--- src/rtl/dmem_arbiter.sv ---
// Round-robin arbiter and access sequencer for the shared single-port data memory.
// Requester 0 is the load/store path, requester 1 the loader/debug port.
module dmem_arbiter #(
  parameter int ADDR_W = 32,
  parameter int DATA_W = 32,
  parameter int RD_LAT = 2,
  parameter int WR_LAT = 2
) (
  input  logic              clk,
  input  logic              rst,
  input  logic              r0_req,
  input  logic              r0_we,
  input  logic [ADDR_W-1:0] r0_addr,
  input  logic [DATA_W-1:0] r0_wdata,
  output logic              r0_gnt,
  output logic              r0_done,
  output logic [DATA_W-1:0] r0_rdata,
  input  logic              r1_req,
  input  logic              r1_we,
  input  logic [ADDR_W-1:0] r1_addr,
  input  logic [DATA_W-1:0] r1_wdata,
  output logic              r1_gnt,
  output logic              r1_done,
  output logic [DATA_W-1:0] r1_rdata,
  output logic [ADDR_W-1:0] mem_addr,
  output logic [DATA_W-1:0] mem_wdata,
  output logic              mem_wen,
  output logic              mem_ren,
  input  logic [DATA_W-1:0] mem_rdata
);

  localparam int MAX_LAT = (RD_LAT > WR_LAT) ? RD_LAT : WR_LAT;
  localparam int CNT_W   = (MAX_LAT > 1) ? $clog2(MAX_LAT) : 1;
  localparam logic [CNT_W-1:0] RD_CNT = CNT_W'(RD_LAT - 1);
  localparam logic [CNT_W-1:0] WR_CNT = CNT_W'(WR_LAT - 1);

  typedef enum logic {IDLE, BUSY} state_t;

  state_t            state_q, state_d;
  logic [CNT_W-1:0]  cnt_q, cnt_d;
  logic              last_q, last_d;
  logic              cur_q, cur_d;
  logic              cur_we_q, cur_we_d;
  logic              r0_gnt_d, r1_gnt_d, r0_done_d, r1_done_d;
  logic [DATA_W-1:0] r0_rdata_d, r1_rdata_d;
  logic [ADDR_W-1:0] mem_addr_d;
  logic [DATA_W-1:0] mem_wdata_d;
  logic              mem_wen_d, mem_ren_d;

  // Handshake: a requester holds req (with stable we/addr/wdata) until the
  // one-cycle gnt pulse; we/addr/wdata are captured on the grant edge only.
  // The access ends with a one-cycle done pulse, in which req must drop;
  // a requester whose done is high is never eligible, so it cannot re-issue.
  logic              elig0, elig1, sel, sel_we;
  logic [ADDR_W-1:0] sel_addr;
  logic [DATA_W-1:0] sel_wdata;

  assign elig0     = r0_req & ~r0_done;
  assign elig1     = r1_req & ~r1_done;
  // On a tie, the requester not granted last time wins.
  assign sel       = elig1 & (~elig0 | ~last_q);
  assign sel_we    = sel ? r1_we    : r0_we;
  assign sel_addr  = sel ? r1_addr  : r0_addr;
  assign sel_wdata = sel ? r1_wdata : r0_wdata;

  always_ff @(posedge clk or posedge rst) begin
    if (rst) begin
      state_q   <= IDLE;
      cnt_q     <= '0;
      last_q    <= 1'b1;
      cur_q     <= 1'b0;
      cur_we_q  <= 1'b0;
      r0_gnt    <= 1'b0;
      r1_gnt    <= 1'b0;
      r0_done   <= 1'b0;
      r1_done   <= 1'b0;
      r0_rdata  <= '0;
      r1_rdata  <= '0;
      mem_addr  <= '0;
      mem_wdata <= '0;
      mem_wen   <= 1'b0;
      mem_ren   <= 1'b0;
    end else begin
      state_q   <= state_d;
      cnt_q     <= cnt_d;
      last_q    <= last_d;
      cur_q     <= cur_d;
      cur_we_q  <= cur_we_d;
      r0_gnt    <= r0_gnt_d;
      r1_gnt    <= r1_gnt_d;
      r0_done   <= r0_done_d;
      r1_done   <= r1_done_d;
      r0_rdata  <= r0_rdata_d;
      r1_rdata  <= r1_rdata_d;
      mem_addr  <= mem_addr_d;
      mem_wdata <= mem_wdata_d;
      mem_wen   <= mem_wen_d;
      mem_ren   <= mem_ren_d;
    end
  end

  always_comb begin
    state_d     = state_q;
    cnt_d       = cnt_q;
    last_d      = last_q;
    cur_d       = cur_q;
    cur_we_d    = cur_we_q;
    r0_gnt_d    = 1'b0;
    r1_gnt_d    = 1'b0;
    r0_done_d   = 1'b0;
    r1_done_d   = 1'b0;
    r0_rdata_d  = r0_rdata;
    r1_rdata_d  = r1_rdata;
    mem_addr_d  = mem_addr;
    mem_wdata_d = mem_wdata;
    mem_wen_d   = mem_wen;
    mem_ren_d   = mem_ren;

    if (state_q == IDLE) begin
      if (elig0 | elig1) begin
        state_d    = BUSY;
        last_d     = sel;
        cur_d      = sel;
        cur_we_d   = sel_we;
        r0_gnt_d   = ~sel;
        r1_gnt_d   = sel;
        mem_addr_d = sel_addr;
        if (sel_we) begin
          mem_wdata_d = sel_wdata;
          mem_wen_d   = 1'b1;
          cnt_d       = WR_CNT;
        end else begin
          mem_ren_d   = 1'b1;
          cnt_d       = RD_CNT;
        end
      end
    end else begin
      if (cnt_q != '0) begin
        cnt_d = cnt_q - 1'b1;
      end else begin
        // Memory latency has elapsed: mem_rdata is valid at this edge.
        state_d   = IDLE;
        mem_wen_d = 1'b0;
        mem_ren_d = 1'b0;
        r0_done_d = ~cur_q;
        r1_done_d = cur_q;
        if (!cur_we_q) begin
          if (cur_q) r1_rdata_d = mem_rdata;
          else       r0_rdata_d = mem_rdata;
        end
      end
    end
  end

endmodule
--- config.mk ---
export PLATFORM = sky130hd
export DESIGN_NAME = dmem_arbiter
export DESIGN_NICKNAME = d
export VERILOG_FILES = /design/src/rtl/dmem_arbiter.sv
export SDC_FILE = /design/constraint.sdc
export NUM_CORES = 1
export LEC_CHECK = 0
export CAP_MARGIN = 10
export CELL_PAD_IN_SITES_DETAIL_PLACEMENT = 0
export CELL_PAD_IN_SITES_GLOBAL_PLACEMENT = 1
export CORE_MARGIN = 3
export CORE_UTILIZATION = 32
export DETAILED_ROUTE_END_ITERATION = 8
export PLACE_DENSITY_LB_ADDON = 0.08
export SYNTH_ARGS = -nofsm -noshare
export SYNTH_HDL_FRONTEND = slang
export SYNTH_SLANG_ARGS = --single-unit
--- constraint.sdc ---
create_clock -name clk -period 7.6 [get_ports clk]
set_input_delay 2.28 -clock clk [delete_from_list [all_inputs] [get_ports clk]]
set_output_delay 2.28 -clock clk [all_outputs]
set_load 0.01 [all_outputs]
-- Word-level counts from Yosys, hierarchy flattened
Cells that the tools add are included.
- flip-flop bits (word level): 139
- latch bits: 0
- memory bits (writable): 0
- bits in read-only memories: 0
- bits of input ports: 166
- output and inout port bits: 134
- memories: 0
- $add $sub $neg: 1
- multipliers: 0
- divide/modulo/power cells: 0
- order comparisons: 0
- equality and inequality tests: 2
- shifts and indexed selects: 0
- mux-type cells: 24
- bitwise gates (word level): 14
- reduce and logical (&&, ||, !) cells: 8
- operators by type and width (operator ; number):
    32-bit two-way mux ; 2
    1-bit two-way mux ; 22
    1-bit NOT ; 9
    3-bit AND reduction ; 3
    4-bit AND reduction ; 2
    2-bit inequality test (second input constant) ; 2
    2-bit nonzero test ; 2
    1-bit AND ; 3
    1-bit bitwise OR ; 2
    2-bit AND reduction ; 1
    1-bit subtractor (second input constant) ; 1

-- Longest topological paths before layout
- depth after elaboration: 9
- gate-level depth with buffers: 6
- mapped depth without buffers: 4

-- Worst setup path before layout
Ideal clock, no wire load.
- kind: in2reg
- start point: in r1_req
- end point: reg mem_wdata[0]
- setup time: 125 ps
- arrival: 3294 ps
- data required time: 7475 ps
- path slack: 4181 ps
- stages: 6
- path buffers: 2
- cell sequence: nand2b_4 nand2b_1 buf_6 buf_8 mux2_4 mux2_4
- longest elaborated chain between the ends: 4
- RTL lines (element ; line ; RTL):
    start, declared ; 18 ; input logic r1_req,
    1-bit AND * ; 59 ; assign elig1 = r1_req & ~r1_done;
    1-bit AND ; 61 ; assign sel = elig1 & (~elig0 | ~last_q);
    1-bit two-way mux ; 62 ; assign sel_we = sel ? r1_we : r0_we;
    3-bit AND reduction (no source line) ; - ;
    end signal, assigned ; 96 ; mem_wdata <= mem_wdata_d;
    end, declared ; 26 ; output logic [DATA_W-1:0] mem_wdata,
Mark *: on every way between the ends. The rest lies on a longest branch, timed or not.
A chain may end at the register's enable or synchronous reset.

-- Final worst setup path
- start point: in r1_req
- end point: reg mem_wdata[3]
The elaborated chain is that of the path after synthesis.

==> results_tabular.tex <==
\begin{tabular}{lr}
\hline
Metric & Value \\
\hline
\multicolumn{2}{l}{\textbf{Status}} \\
\quad Run status & completed \\
\multicolumn{2}{l}{\textbf{CTS}} \\
\quad Post-cts repair resize count & 0 \\
\quad Clock tree sinks & between 100 and 150 \\
\quad Number of buffers between clock root and the deepest sink & 2 \\
\quad Clock root buffer master & clkbuf\_16 \\
\quad Number of H-tree branching levels & 4 \\
\quad Cts-stage hold buffer count & 0 \\
\quad Clock latency of the later-clocked register in the worst-skew pair & 0.42 ns \\
\quad Post-CTS Setup Inserts & 0 \\
\quad CTS Buf Count & 17 \\
\quad CTS tree & done \\
\quad Clock transition at path regs & around 0.060 ns \\
\multicolumn{2}{l}{\textbf{Detailed routing}} \\
\quad Via density per instance & $\sim$4.7 \\
\quad Number of antenna-violating nets in the routed design & 0 \\
\quad DR vias & approximately 4400 \\
\quad Initial DRC Count & around 160 \\
\quad DRT Pass-1 Iters & 4 \\
\quad Wirelength, routed & $\sim$17 mm \\
\quad Detailed-route DRC error count & 0 \\
\quad Wire length per cell after detailed routing & 18.7 um \\
\multicolumn{2}{l}{\textbf{Yosys}} \\
\quad Number of standard cells after synthesis & 385 \\
\quad Netlist Area Pre-Place & a little over 6000 um\^{}2 \\
\quad Share of the yosys chip area belonging to registers & between 50\% and 60\% \\
\quad Avg Inst Size Synth & $\sim$16 um\^{}2 \\
\quad Post-Synth XOR/XNOR Area & 0\% \\
\quad Cell taking the most area after synthesis & dfrtp\_1 \\
\quad Count of synthesis-stage warnings from yosys & 0 \\
\quad Dominant combinational cell family by area after synthesis & multiplexers \\
\quad Synthesized-area fraction occupied by ao, oa, aoi and oai cells & approximately 6.6\% \\
\quad Number of unique standard cell types used by synthesis & 31 \\
\quad Area share of fa/ha/maj cells after synthesis & 0\% \\
\quad Mux contribution to synthesized area & a little over a quarter \\
\quad Top post-synthesis cells by area & dfrtp\_1, mux2\_4, mux2\_2, a221o\_1, and2\_0 \\
\quad Synthesized-area fraction occupied by and/or/nand/nor cells & roughly 5.4\% \\
\quad Synthesized net count & about 550 \\
\quad Number of flip-flops and latches in the synthesized netlist & approximately 140 \\
\quad Fraction of post-synthesis cell area in the top cell type by area & 57.1\% \\
\multicolumn{2}{l}{\textbf{Critical path}} \\
\quad Maximum fanout along the worst path & 34 \\
\quad Worst reg-to-reg setup slack & around 5.3 ns \\
\quad Req. time, crit path & around 7.9 ns \\
\quad Worst r2r path cells & 5 \\
\quad Category of the most critical setup path & primary input to register \\
\quad Worst path max stage delay & 0.52 ns \\
\quad Crit. End Element & register \\
\quad Critical register-to-register path endpoint & mem\_wdata[3] \\
\quad Crit path cell chain & clkdlybuf4s50\_1 > nand2b\_4 > a21o\_2 > a21oi\_4 > buf\_4 > mux2\_2 \\
\quad Data arrival, critical path & roughly 4.5 ns \\
\quad Slowest-stage cell, CP & clkdlybuf4s50\_1 \\
\quad Launching element type of the critical path & primary input \\
\quad Origin of the critical flop-to-flop path & r0\_done \\
\multicolumn{2}{l}{\textbf{Die}} \\
\quad Initial standard-cell utilization of the core & $\sim$33\% \\
\quad Io pins & 300 \\
\quad Placeable core region & about 18000 um\^{}2 \\
\quad Die extent in x & around 140 um \\
\quad Area enclosed by the die boundary & between 20000 and 25000 um\^{}2 \\
\quad Standard-cell row count & 49 \\
\quad Die height & about 140 um \\
\multicolumn{2}{l}{\textbf{Cells and area}} \\
\quad Diodes inserted & 0 \\
\quad Combined flip-flop and latch cell area & around 3500 um\^{}2 \\
\quad Final std cell area, no fill & $\sim$10000 um\^{}2 \\
\quad \# fillers & about 1500 \\
\quad Nets@finish & between 800 and 900 \\
\quad Ratio of cells with drive above 1 in the final layout & 24.9\% \\
\quad Footprint of the multi-input gates & $\sim$2400 um\^{}2 \\
\quad Relative area change from synthesis to final layout & 64.0\% \\
\multicolumn{2}{l}{\textbf{Timing}} \\
\quad Clk\_skew & between 0.01 and 0.015 ns \\
\quad Total setup violations reported at the end of the flow & 0 \\
\quad Number of hold violations in the final report & 0 \\
\quad Relative slew margins & between 40\% and 50\% \\
\quad Fin crit period & 4.15 ns \\
\quad Worst-margin pin slew & roughly 0.83 ns \\
\quad Worst Hold Slack & between 0.4 and 0.5 ns \\
\quad Highest attainable clock frequency & about 240 MHz \\
\quad Final period util & a little over half \\
\quad Total negative slack & 0 ns \\
\quad Least setup slack across all paths after layout & about 3.4 ns \\
\quad Setup repair after global routing missed its margin & no \\
\quad Count of pins over their slew limit & 0 \\
\multicolumn{2}{l}{\textbf{Placement}} \\
\quad Pre-CTS WS & 2.98 ns \\
\quad Final HPWL from detailed placement & 12.5 mm \\
\quad Weighted congestion at the end of routability-driven global placement & between 0.7 and 0.8 \\
\quad Port bufs & between 200 and 300 \\
\quad Standard cell area after detailed placement & 9230 um\^{}2 \\
\multicolumn{2}{l}{\textbf{GRT}} \\
\quad Gr usage total & 16.8\% \\
\quad Largest net degree at the start of global routing & 77 \\
\quad Vias in the first global route & about 4600 \\
\quad First-pass GRT wire length & between 20 and 30 mm \\
\quad Number of antenna violations at the first check in global routing & 1 \\
\quad Residual overflow from global routing & 0 \\
\multicolumn{2}{l}{\textbf{Min path}} \\
\quad Worst hold path startpoint & cnt\_q \\
\quad Min-Delay Endpoint & cnt\_q \\
\quad Number of cells traversed by the worst hold path & 2 \\
\quad Path class of the lowest-slack min-delay path & register to register \\
\multicolumn{2}{l}{\textbf{Pwr}} \\
\quad Worst VDD drop & roughly 0.23 mV \\
\quad Leak pwr & $\sim$0.0042 uW \\
\quad Total design power & between 4000 and 5000 uW \\
\quad Areal power density over the cells & 422 nW/um\^{}2 \\
\multicolumn{2}{l}{\textbf{Flow run}} \\
\quad Max-cap violations & 0 \\
\hline
\end{tabular}
==> metal layers <==
layer / wire length (um) / part of all wire, % / vias to the layer above / global-route usage [%]
li1: - / - / 2013 / -
met1: 7060 / 41 / 2125 / 20.5
met2: 8300 / 48 / 194 / 26.9
met3: 1630 / 9.4 / 22 / 7.42
met4: 350 / 2.0 / 2 / 5.25
met5: 13 / 0.075 / - / 0
==> layout by cell type, fill, tap and decap left out, drive strengths merged, types with 2 or more instances in the layout <==
master,netlist,layout
clkdlybuf4s50,0,299
dfrtp,138,138
mux2,128,128
and2,33,33
a221o,32,32
clkbuf,6,19
buf,17,7
nor2,7,7
bufinv,0,6
inv,2,5
nand2b,4,4
nor3,3,3
a21oi,3,3
clkinv,0,3
nand2,2,2
o21a,2,2
a21o,2,2
==> power by group <==
part	switching [uW]	leakage, uW	internal [uW]	total [uW]
clock	327	0.000329	628	955
sequential	204	0.00168	1120	1320
combinational	720	0.00218	1190	1910
==> final cells by class <==
type	instances	share of cell area [%]
clock buffers	19	4.47
clock inverters	13	2.39
inverters	2	0.126
multi-input cells	221	24.3
flip-flops and latches	139	35.1
well taps	229	2.89
repair buffers	306	30.7
==> worst max path at each step <==
stage           start           end  cells after the start
2_1_floorplan     rst         cnt_q                      1
5_1_grt        r0_req  mem_wdata[3]                      6
3_5_place_dp   r0_req  mem_wdata[2]                      6
3_3_place_gp   r1_req  mem_wdata[1]                      6
6_report       r1_req  mem_wdata[3]                      6
4_1_cts        r0_req  mem_wdata[3]                      6
==> worst max-delay path, delay by kind of cell <==
family	cells	cell delay, ns
AND/OR/NAND/NOR	1	0.08
AO/OA/AOI/OAI	2	0.60
buffers and inverters	2	1.03
multiplexers	1	0.41
==> registers in the layout, indices dropped and copies added (netlist names), 32 cells and up <==
| name | flops |
|---|---|
| mem_addr | 32 |
| mem_wdata | 32 |
| r0_rdata | 32 |
| r1_rdata | 32 |
==> per-stage QoR <==
stage | util (%) | instances
after floorplan | - | 385
after global placement | 50.5 | 897
after detailed placement | 50.5 | 897
after CTS | 54.3 | 929
after global routing | 54.3 | 929
final | 54.3 | 929
==> Yosys cell counts (all sizes together) <==
| master | instances |
|---|---|
| a2bb2oi | 1 |
| clkbuf | 6 |
| a21oi | 3 |
| nand2 | 2 |
| o21a | 2 |
| nand3b | 1 |
| nand4b | 1 |
| nand2b | 4 |
| mux2 | 128 |
| nor3 | 3 |
| dfstp | 1 |
| nor2 | 7 |
| buf | 17 |
| a221o | 32 |
| and2 | 33 |
| a21o | 2 |
| inv | 2 |
| dfrtp | 138 |
| o22ai | 1 |
| a22o | 1 |
==> cells by family (layout without fill, tap and decap cells) <==
group,Yosys count,count (layout)
flip-flops,139,139
multiplexers,128,128
AND/OR/NAND/NOR,51,51
AO/OA/AOI/OAI,42,42
buffers and inverters,25,340
No activity file was read; power rests on OpenSTA's default activity.
==> patch 1: new RTL, same settings <==
`DATA_W`: 32 -> 24.
--- a/src/rtl/dmem_arbiter.sv
+++ b/src/rtl/dmem_arbiter.sv
@@ -4,3 +4,3 @@
   parameter int ADDR_W = 32,
-  parameter int DATA_W = 32,
+  parameter int DATA_W = 24,
   parameter int RD_LAT = 2,
Ports: changed (6 resized); port bits go from 300 to 252. No check against the original RTL was run, so the function may have changed too.
==> patch 1 against the original RTL <==
- combinational power fell by 18%
- sequential power fell by 17%
- final area fell by 17%
- total power fell by 17%
- setup slack got worse by 0.45 ns
- via count fell by 15%
- sequential cell count fell by 24
- wire length fell by 21%
- clock skew fell by 0.0052 ns
- area after synthesis fell by 18%
- non-clock buffer count fell by 49
- core utilization rose by 1.4 points
- sequential share of layout area fell by 0.28 points
- critical path type unchanged
==> patch 1: results (changes against the original RTL) <==
| Metric | Value |
|---|---|
| Synth unique cells | 30 (was 31) |
| Detailed Route WL | 13,800 um (was 17,400 um) |
| RePlAce Congestion | 0.791 (was 0.775) |
| Commonest cells post-synth | dfrtp_1, mux2_2, mux2_4 (unchanged) |
| Final Skew | 0.00540 ns (was 0.0106 ns) |
| Clk root buf | clkbuf_16 (unchanged) |
| Global-route wire length before repair | 21,200 um (was 26,500 um) |
| Fin nets | 724 (was 853) |
| Area contributors post-synth | dfrtp_1, mux2_2, mux2_4 (was dfrtp_1, mux2_4, mux2_2) |
| Largest net degree at the start of global routing | 69 (was 77) |
| Critical Path AT | 4.89 ns (was 4.45 ns) |
| Layout cells sized above 1 | 0.230 (was 0.249) |
| Vias in the first global route | 4,051 (was 4,638) |
| Seq/Total Area, Yosys | 0.578 (was 0.576) |
| Worst skew pair latency | 0.40 ns (was 0.42 ns) |
| Hpwl dp | 9930 um (was 12,500 um) |
| R2R cell count | 4 (was 5) |
| Total GRT Usage | 0.162 (was 0.168) |
| Vias per inst | 4.77 (was 4.69) |
| Sw frac | 0.295 (was 0.299) |
| Lkg Pwr | 0.00348 uW (was 0.00418 uW) |
| Hold depth | 1 (was 2) |
| Status | completed (unchanged) |
| Initial antenna violation count | 0 (was 1) |
| DRT iter0 DRCs | 93 (was 162) |
| Reg with most FFs | mem_addr |
patch 1: cell types whose count changed in the layout (fill, tap and decap cells not counted), sizes merged:
cell / unedited run / this run
mux2: 128 / 96
clkdlybuf4s50: 299 / 251
clkbuf: 19 / 23
dfrtp: 138 / 114
inv: 5 / 2
buf: 7 / 6
bufinv: 6 / 3
clkinvlp: 1 / 2
clkinv: 3 / 4
patch 1: cell families after synthesis:
kind of cell           count (synthesis)  share of synthesized area
buffers and inverters                 22                     0.0284
AND/OR/NAND/NOR                       51                     0.0676
flip-flops                           115                      0.578
multiplexers                          96                      0.246
AO/OA/AOI/OAI                         42                     0.0804
patch 1: final timing paths:
| path | from | to | slack (ns) |
|---|---|---|---|
| setup reg to reg | r0_done | mem_wdata[21] | 4.88 |
| hold / removal | mem_wen | mem_wen | 0.49 |
| min in group asynchronous | rst | r1_rdata[10] | 2.32 |
| hold reg to reg | mem_wen | mem_wen | 0.49 |
| setup / recovery | r1_req | mem_wdata[21] | 3.00 |
| max in group asynchronous | rst | r1_rdata[19] | 3.97 |
patch 1: power groups by stage:
stage | logic [uW] | registers [uW] | clock network [uW]
after floorplan | 659 | 1210 | 0
after global placement | 1560 | 1090 | 0
after detailed placement | 1580 | 1090 | 0
after CTS | 1590 | 1090 | 851
after global routing | 1670 | 1130 | 878
final | 1560 | 1090 | 826
patch 1: per-stage QoR:
| stage | instances | cell area (sq um) | power (uW) | hold WS, ns | setup WS, ns |
|---|---|---|---|---|---|
| 2_1_floorplan | 326 | 4980 | 1870 | 0.457 | 2.28 |
| 3_3_place_gp | 747 | 7640 | 2660 | 0.469 | 2.60 |
| 3_5_place_dp | 747 | 7640 | 2670 | 0.478 | 2.55 |
| 4_1_cts | 779 | 8270 | 3530 | 0.491 | 2.99 |
| 5_1_grt | 779 | 8270 | 3680 | 0.505 | 2.86 |
| 6_report | 779 | 8270 | 3470 | 0.487 | 3.00 |
patch 1: final cells by class:
type / count / area [sq um]
Tap cell: 184 / 230
Multi-Input combinational cell: 189 / 1970
Clock inverter: 9 / 125
Fill cell: 1218 / 6600
Timing Repair Buffer: 257 / 2560
Inverter: 2 / 10.0
Clock buffer: 23 / 498
Sequential cell: 115 / 2880
patch 1: layer usage:
layer  vias up  GRT usage  wire length, um
li1       1707          -                -
met1      1822      0.191             5510
met2       166      0.260             6520
met3        23     0.0687             1460
met4         0     0.0665              298
met5         -          0                0
patch 1: worst max-delay path, stage by stage:
cell,delay [ns]
clkdlybuf4s50_1,0.54
nand2b_4,0.09
a21o_1,0.54
a21oi_4,1.00
mux2_2,0.42
==> patch 2: new RTL, same flow settings <==
Made on the original files. Take the reset off `r0_rdata` and load it in a clocked block of its own.
--- a/src/rtl/dmem_arbiter.sv
+++ b/src/rtl/dmem_arbiter.sv
@@ -76,3 +76,2 @@
       r1_done   <= 1'b0;
-      r0_rdata  <= '0;
       r1_rdata  <= '0;
@@ -92,3 +91,2 @@
       r1_done   <= r1_done_d;
-      r0_rdata  <= r0_rdata_d;
       r1_rdata  <= r1_rdata_d;
@@ -99,2 +97,6 @@
     end
+  end
+
+  always_ff @(posedge clk) begin
+    r0_rdata <= r0_rdata_d;
   end
Function: differs if rst is asserted again (counterexample within 4 cycles, from zero or initial values and one cycle with rst high); with rst held inactive, the same outputs for 4 cycles.
==> patch 2 against the original RTL <==
- critical path type unchanged
- die area decreased by 4.6%
- wire length decreased by 7.9%
- largest cell class unchanged
- total power decreased by 13%
- final area decreased by 4.3%
- setup slack got worse by 0.36 ns
- area after synthesis decreased by 4.8%
- sequential cell count unchanged
- fmax decreased by 8.0%
==> patch 2: results (changes against the original RTL) <==
| Metric | Value |
|---|---|
| Worst Path Max Fanout | 45 (was 34) |
| Largest delay share family, worst path | simple AND/OR/NAND/NOR gates (was buffers and inverters) |
| Number of buffers on the longest clock path | 2 (unchanged) |
| Global-route wire length before repair | 25,000 um (was 26,500 um) |
| Critical Path AT | 4.86 ns (was 4.45 ns) |
| Largest net degree at the start of global routing | 58 (was 77) |
| Synth unique cells | 36 (was 31) |
| Pwr dens | 386 nW/um^2 (was 422 nW/um^2) |
| Worst vdd rail ir drop | 0.174 mV (was 0.227 mV) |
| Area contributors post-synth | dfrtp_1, edfxtp_1, mux2_2 (was dfrtp_1, mux2_4, mux2_2) |
| Worst setup endpoint | mem_addr[21] (was mem_wdata[3]) |
| Worst r2r src | last_q (was r0_done) |
| RePlAce Congestion | 0.776 (was 0.775) |
| Layout cells sized above 1 | 0.203 (was 0.249) |
| Met2 GRT Util | 0.265 (was 0.269) |
| Top sig layer | met4 (was met5) |
| Yosys warning count | 0 (unchanged) |
| Area after DPL | 8920 sq um (was 9230 sq um) |
| Detailed Route WL | 16,000 um (was 17,400 um) |
| # diodes | 0 (unchanged) |
| Routed wl met3 | 1250 um (was 1630 um) |
| Worst flop-to-flop path endpoint | mem_wdata[25] (was mem_wdata[3]) |
| Crit path largest cell delay | 1.04 ns (was 0.52 ns) |
| Lkg Pwr | 0.00393 uW (was 0.00418 uW) |
| Met1 Routed Length | 6630 um (was 7060 um) |
| Status | completed (unchanged) |
| Syn nets | 526 (was 551) |
| Async set-or-reset flop fraction in the synthesized netlist | 0.770 (was 1.00) |
| Initial antenna violation count | 0 (was 1) |
| Final Skew | 0.00904 ns (was 0.0106 ns) |
| Hold Slack | 0.484 ns (was 0.485 ns) |
| Seq/Total Area, Yosys | 0.633 (was 0.576) |
| Seq pwr | 1270 uW (was 1320 uW) |
| Fin nets | 829 (was 853) |
| Comb. pwr | 1600 uW (was 1910 uW) |
| Final Cycle Share | 0.594 (was 0.546) |
| Hpwl dp | 11,800 um (was 12,500 um) |
| Commonest cells post-synth | dfrtp_1, mux2_2, mux2_4 (unchanged) |
| Slowest CP cell | nor2_2 (was clkdlybuf4s50_1) |
| Global-route met3 utilization | 0.0570 (was 0.0742) |
| EDFF count, synth | 32 (was 0) |
| R2r setup slk | 4.94 ns (was 5.29 ns) |
| Worst Max-Slew Pin Slew | 1.03 ns (was 0.834 ns) |
| Met2 WL post-DR | 7830 um (was 8300 um) |
| DRT iter0 DRCs | 150 (was 162) |
| P_sw | 1120 uW (was 1250 uW) |
| Vias in the first global route | 4,355 (was 4,638) |
| Via count | 4,125 (was 4,356) |
==> patch 2: cell types whose count changed after synthesis, moves of 7 or more <==
cell      change
a221o_1       -9
and2_0       -32
and3_1       +23
dfrtp_1      -32
edfxtp_1     +32
mux2_2        -7
mux2_4       -24
mux2i_1       +9
nand2_1       +8
o21ai_1       +8
==> patch 2: stage by stage <==
step	worst slack [ns]	std cells
global placement	2.68	869
floorplan	2.50	360
detailed placement	2.59	869
finish	3.09	901
global route	2.85	901
CTS	3.03	901
==> patch 2: area by class of cell <==
cell class / instances / area (sq um)
clock inverter: 14 / 136
inverter: 2 / 10.0
sequential: 139 / 3640
multi-input combinational: 197 / 1940
fill: 1469 / 7930
timing repair buffer: 306 / 3050
clock buffer: 18 / 429
tap: 225 / 282
==> patch 2: cell families (layout without fill, tap and decap cells) <==
logic type,after synthesis,after routing,synth area share
buffers and inverters,24,340,0.0311
multiplexers,105,105,0.226
AND/OR/NAND/NOR,49,49,0.0474
flip-flops,139,139,0.633
AO/OA/AOI/OAI,43,43,0.0629
